**src/rtl/pb_debouncer.sv**
```systemverilog
// ----------------------------------------------------------------------------
// pb_debouncer
//   Conditions a raw mechanical push-button for the one_pulser stage that
//   follows. The pad is synchronised with a two-flop chain and then qualified
//   by a four-state FSM: a new level is accepted only after STABLE_CYCLES+1
//   consecutive synchronised samples agree. The clean level on pbDB feeds
//   one_pulser's clkPB input, so each accepted edge yields exactly one SP.
//
//   Optional build macro:
//     PB_INVERT_EN - active-low board buttons. The pad is inverted before the
//                    synchroniser, so pbDB stays active-high (1 = pressed).
//
//   Reset is synchronous and active-low (rst == 0 at a rising edge).
// ----------------------------------------------------------------------------
module pb_debouncer #(
    parameter int STABLE_CYCLES = 16,
    parameter int CNT_W         = 20
) (
    input  logic clk,
    input  logic rst,
    input  logic pbRaw,
    output logic pbDB,
    output logic busy
);

    // Encoding is chosen so that bit 1 is the debounced level and bit 0 marks
    // a candidate change being qualified; both outputs are then plain flop
    // outputs with no decode logic behind them.
    typedef enum logic [1:0] {
        ST_LOW  = 2'b00,
        ST_RISE = 2'b01,
        ST_HIGH = 2'b10,
        ST_FALL = 2'b11
    } state_t;

    // Terminal count: the sample that arrives while the counter holds this
    // value is the (STABLE_CYCLES+1)-th consecutive one, so it commits.
    localparam logic [CNT_W-1:0] LP_CNT_LAST = CNT_W'(STABLE_CYCLES - 1);

    logic             w_pb_in;
    logic             r_s1;
    logic             r_s2;
    state_t           r_state;
    state_t           w_state_next;
    logic [CNT_W-1:0] r_cnt;
    logic [CNT_W-1:0] w_cnt_next;

`ifdef PB_INVERT_EN
    // Active-low button: pressed pulls the pad to 0.
    assign w_pb_in = ~pbRaw;
`else
    assign w_pb_in = pbRaw;
`endif

    // Two-flop synchroniser for the asynchronous pad; cleared by reset so a
    // released button never produces a spurious edge after reset.
    always_ff @(posedge clk) begin
        if (!rst) begin
            r_s1 <= 1'b0;
            r_s2 <= 1'b0;
        end else begin
            r_s1 <= w_pb_in;
            r_s2 <= r_s1;
        end
    end

    // State and stability counter registers; reset overrides any transition
    // and discards a partially qualified count.
    always_ff @(posedge clk) begin
        if (!rst) begin
            r_state <= ST_LOW;
            r_cnt   <= '0;
        end else begin
            r_state <= w_state_next;
            r_cnt   <= w_cnt_next;
        end
    end

    // Next-state logic. The counter only advances while a candidate level
    // keeps agreeing; every other path (entry, abort, commit, idle) clears it,
    // so it never exceeds LP_CNT_LAST and can never wrap.
    always_comb begin
        w_state_next = r_state;
        w_cnt_next   = '0;
        case (r_state)
            ST_LOW: begin
                if (r_s2) begin
                    w_state_next = ST_RISE;
                end
            end
            ST_RISE: begin
                if (!r_s2) begin
                    w_state_next = ST_LOW;           // bounce: give up
                end else if (r_cnt == LP_CNT_LAST) begin
                    w_state_next = ST_HIGH;          // qualified press
                end else begin
                    w_cnt_next = r_cnt + 1'b1;
                end
            end
            ST_HIGH: begin
                if (!r_s2) begin
                    w_state_next = ST_FALL;
                end
            end
            ST_FALL: begin
                if (r_s2) begin
                    w_state_next = ST_HIGH;          // bounce: give up
                end else if (r_cnt == LP_CNT_LAST) begin
                    w_state_next = ST_LOW;           // qualified release
                end else begin
                    w_cnt_next = r_cnt + 1'b1;
                end
            end
            default: begin
                w_state_next = ST_LOW;
            end
        endcase
    end

    assign pbDB = r_state[1];
    assign busy = r_state[0];

endmodule

```
**config.mk**
```make
export PLATFORM = sky130hd
export DESIGN_NAME = pb_debouncer
export DESIGN_NICKNAME = d
export VERILOG_FILES = /design/src/rtl/pb_debouncer.sv
export SDC_FILE = /design/constraint.sdc
export NUM_CORES = 1
export LEC_CHECK = 0
export BUFFER_PORTS_ARGS = -buffer_cell sky130_fd_sc_hd__buf_2
export CAP_MARGIN = 20
export CORE_UTILIZATION = 25
export CTS_BUF_LIST = sky130_fd_sc_hd__clkbuf_4 sky130_fd_sc_hd__clkbuf_8
export DETAILED_ROUTE_END_ITERATION = 10
export GPL_TIMING_DRIVEN = 0
export PLACE_DENSITY_LB_ADDON = 0.3
export SYNTH_ARGS = -nofsm -noshare
export SYNTH_HDL_FRONTEND = slang
export SYNTH_SLANG_ARGS = --single-unit
```
**constraint.sdc**
```tcl
create_clock -name clk -period 1.67 [get_ports clk]
set_input_delay 0.167 -clock clk [delete_from_list [all_inputs] [get_ports clk]]
set_output_delay 0.167 -clock clk [all_outputs]
set_load 0.02 [all_outputs]
```
== Word level (Yosys, flattened, before mapping) ==
Cells that the tools add are included.

* Multiplexer cells: 11
* Add/subtract/negate cells: 1
* Reductions and logical operators: 2
* Eq/ne operators: 8

{| class="wikitable"
|+ Operators with widths
! operator !! number
|-
| $mux W20 || 3
|-
| $pmux W20 S2 || 1
|-
| $add A20 B1 Y20 const B || 1
|-
| $eq A20 B4 Y1 const B || 1
|-
| $mux W2 || 6
|-
| $pmux W2 S4 || 1
|-
| $ne A3 B3 Y1 const B || 2
|-
| $eq A2 B2 Y1 const B || 2
|-
| $ne A2 B2 Y1 const B || 2
|-
| $reduce_and A4 Y1 || 1
|-
| $eq A2 B1 Y1 const B || 1
|-
| $logic_not A2 Y1 || 1
|}

* Logic and storage cells: 26
* Input bits: 3
* Flip-flop bits (word level): 24
* Output and inout bits: 2

== Depth between registers and ports, before layout ==
* Depth in word-level cells: 4
* Depth in mapped cells: 7
* Mapped depth without buffers: 5

== Worst setup path after synthesis ==
OpenSTA, ideal clock, no wires.

* Path kind: flip-flop to flip-flop
* Start: register r_cnt[0]
* End: register r_cnt[18]
* Path slack: -0.157 ns
* Period minus slack after synthesis: 1.827 ns
* Setup time: 0.070 ns
* Required time: 1.600 ns
* Cell stages (with the launch flop): 6
* Path buffers: 0
* Arrival: 1.757 ns
* Cells stage by stage: dfxtp_1 > ha_1 > nand4_2 > or4_1 > or3_1 > a21oi_1

* Cells in the longest elaborated chain, start to end: 4
* Elaborated cells between the ends (all ways): 6
* Those cells by class: add/sub: 1; eq/ne: 1; mux: 4

{| class="wikitable"
|+ Ends and longest elaborated chain
! element !! RTL line !! text
|-
| from (decl) || 45 || <nowiki>logic [CNT_W-1:0] r_cnt;</nowiki>
|-
| from (signal assigned) || 75 || <nowiki>r_cnt <= w_cnt_next;</nowiki>
|-
| $add A20 B1 Y20 or $eq A20 B4 Y1 (tied branches) || n/a ||
|-
| $mux W20 * || 94, 108 ||
|-
| $mux W20, on equally long branches || 106, 92 ||
|-
| $pmux W20 S2 * || 85 || <nowiki>case (r_state)</nowiki>
|}

Every way passes the cells marked *; elsewhere a longest branch is shown, timed or not.
A chain may end at the register's enable or synchronous reset.

== Worst setup path in the final report ==
* Start: register r_cnt[1]
* End: register r_cnt[18]

The elaborated chain is that of the path after synthesis.

==> results.ini <==
[timing]
slew_headroom_pct=76.00
drv_slew=0
finalCriticalPeriod_ns=1.647
max_freq_mhz=607.0
rsz0062_at_grt=yes
tightest_slew_ns=0.3568
fin_crit_sh_pct=98.64
hold_viol=0
skew_ns=0.001192
setup_viol=0
setup_ws_ns=0.02269

[clocking]
clock-root-buffer=clkbuf_8
htreeDepth=1
cts_hold_buf=0
path_clk_slew_ns=0.08
cts_tree=done
cts_sinks=24
clk_latency_ns=0.26
cts_buffer_depth=2
numCtsBuffers=3

[finish]
layout-drive-gt1-share_pct=28.15
multi_input_area_sq_um=635.6
seqCellArea_sq_um=500.5
area_growth_pct=27.02
postLayoutCellArea_sq_mm=0.001359
fillCellCount=416
diodes=0
fin_cells=185
nets=141
finish.utilization_pct=33.49

[setup_path]
crit_family=simple AND/OR/NAND/NOR gates
slowest_stage=or4_4
arrival_ns=1.84
end_kind=flip-flop
critical_path_buf_inv_count=0
crit_chain=ha_4 > nand4_4 > or4_4 > or3_4 > a21oi_2
required_ns=1.87
critPathKind=flip-flop to flip-flop
critPathMaxStageDelay_ns=0.43
critPathLaunchType=flip-flop
crit_fanout=4

[logic_synthesis]
yosysWarnings=0
syn_area_sq_mm=0.001070
synthesis.nets=126
synthMuxAreaShare_pct=1.871
yosysSeqAreaShare_pct=44.91
yosys.area.top_type=dfxtp_1
syn_avg_cell_area_sq_um=8.769
synth-simple-area-share_pct=32.98
synth-compound-area-share_pct=3.275
synthDistinctLibCells=26
synthAdderAreaFrac_pct=1.170
synth_xor_area_share_pct=13.10
syn-instance-count=122
synth.area.top_cells=dfxtp_1 (45%), xnor2_1 (11%), nor2_1 (8.1%)
synth.top_cell.area_share_pct=44.91
ys_ff_latch=24
synth_top_family_by_area=simple AND/OR/NAND/NOR gates

[drt]
avgRoutedWirePerCell_um=11.89
wirelength_um=2200
drcViolationCount=0
detail_route.first_pass.iterations=4
ant_nets=0
vias=855
first_iter_violations=21
via_per_inst=4.622

[placed_design]
dp_worst_setup_slack_ns=-0.2638
portBuffers=4
dpl_cell_area_sq_mm=0.001176
place.gp.congestion=0.6895
dp.cells=176
dp_hpwl_um=1574

[floorplan]
die_width_um=67.42
core-area_sq_mm=0.004058
rows=23
dieArea_sq_mm=0.004545
boundaryPins=5
initial_utilization_pct=26.36
die_h_um=67.42

[grt]
antenna_found_initial=0
grt_max_degree=13
overflow=0
grt_pass1_vias=836
grt_pass1_wl_um=3774
grtUsageTotal_pct=11.15

[run_status]
run_status=complete, no violations

[run]
maxCapViolCount=0

[power]
p_leak_nw=0.4307
p_per_area_mw_per_mm2=675.7
ir_worst_vdd_uv=236.1

[min_path]
worstHoldPathType=input pin to flip-flop

-- state kept, by name, indices dropped and copies added (netlist names), named ones only --
name and flops:
r_cnt 20, r_s1 1, r_s2 1, r_state 1
-- area by class of cell --
class / instances / area share, %
multi-input cells: 91 / 46.78
plain buffers: 2 / 1.381
repair buffers: 11 / 6.262
flip-flops and latches: 24 / 36.83
inverters: 4 / 1.105
clock buffers: 3 / 3.039
well taps: 50 / 4.604
-- power by group --
part / internal (W) / switching [W] / total (W)
combinational: 0.00000455 / 0.00000470 / 0.00000925
sequential: 0.000570 / 0.00000173 / 0.000571
clock: 0.000161 / 0.000177 / 0.000338
total: 0.000735 / 0.000183 / 0.000918
-- layer usage --
metal	track usage, %	up-vias	wire (um)
li1	-	446	-
met4	4.787	0	38
met1	14.94	396	1061
met3	2.027	4	47
met5	0	-	0
met2	17.38	9	1053
-- per-stage QoR --
stage | hold slack (ns) | power, W | TNS (ns)
after global placement | 0.3786 | 0.0005986 | -3.226
after detailed placement | 0.3875 | 0.0005992 | -2.769
final | 0.1206 | 0.0009181 | 0
after global routing | 0.1135 | 0.0009466 | -0.02600
after floorplan | 0.2862 | 0.0005941 | 0
after CTS | 0.1172 | 0.0009266 | 0
-- repair_timing --
item                       CTS  global route
gates resized for setup     13            11
setup buffers                4             3
setup endpoints to repair   17            13
pin swaps                    0             2
-- synthesized netlist by cell type --
library cell,number
o21ai_0,2
or3_1,1
inv_1,4
mux2i_1,2
nor3_1,6
nand3_1,9
nand4_1,3
or4_1,1
and3_1,2
and4_1,1
nand4_2,1
dfxtp_1,24
nand2_1,6
clkbuf_1,1
nor4_1,8
a21boi_0,1
xnor2_1,14
buf_2,2
nor2_1,23
ha_1,1
a21o_1,1
and2_1,3
a21oi_1,2
nand4_4,1
nor4_2,1
xor2_1,2
-- layout by cell type (no fill, tap or decap), drive strengths merged --
cell type,Yosys,final
o21ai,2,2
or3,1,1
nor4,9,9
mux2i,2,2
ha,1,1
dfxtp,24,24
clkbuf,1,3
nand2,6,6
and4,1,1
nor3,6,6
a21boi,1,1
nor2,23,23
inv,4,4
and3,2,2
a21o,1,1
nand3,9,9
nand4,5,5
or4,1,1
xnor2,14,14
and2,3,3
a21oi,2,2
xor2,2,2
buf,2,13
-- worst paths after layout --
kind	depth (start not counted)	endpoint	slack, ns	startpoint
worst min-delay path	2	r_s1$_SDFF_PN0_	0.12	pbRaw
worst max register to register	5	r_cnt[18]$_SDFF_PN0_	0.02	r_cnt[1]$_SDFF_PN0_
worst max-delay path	5	r_cnt[18]$_SDFF_PN0_	0.02	r_cnt[1]$_SDFF_PN0_
worst min register to register	1	r_s2$_SDFF_PN0_	0.45	r_s1$_SDFF_PN0_
-- kinds of logic (layout without fill, tap and decap cells) --
group           Yosys count  after routing
buf+inv                   7             20
xor+xnor                 16             16
fa+ha+maj                 1              1
simple gates             66             66
flops                    24             24
mux                       2              2
compound gates            6              6
(Power assumes the default switching activity.)
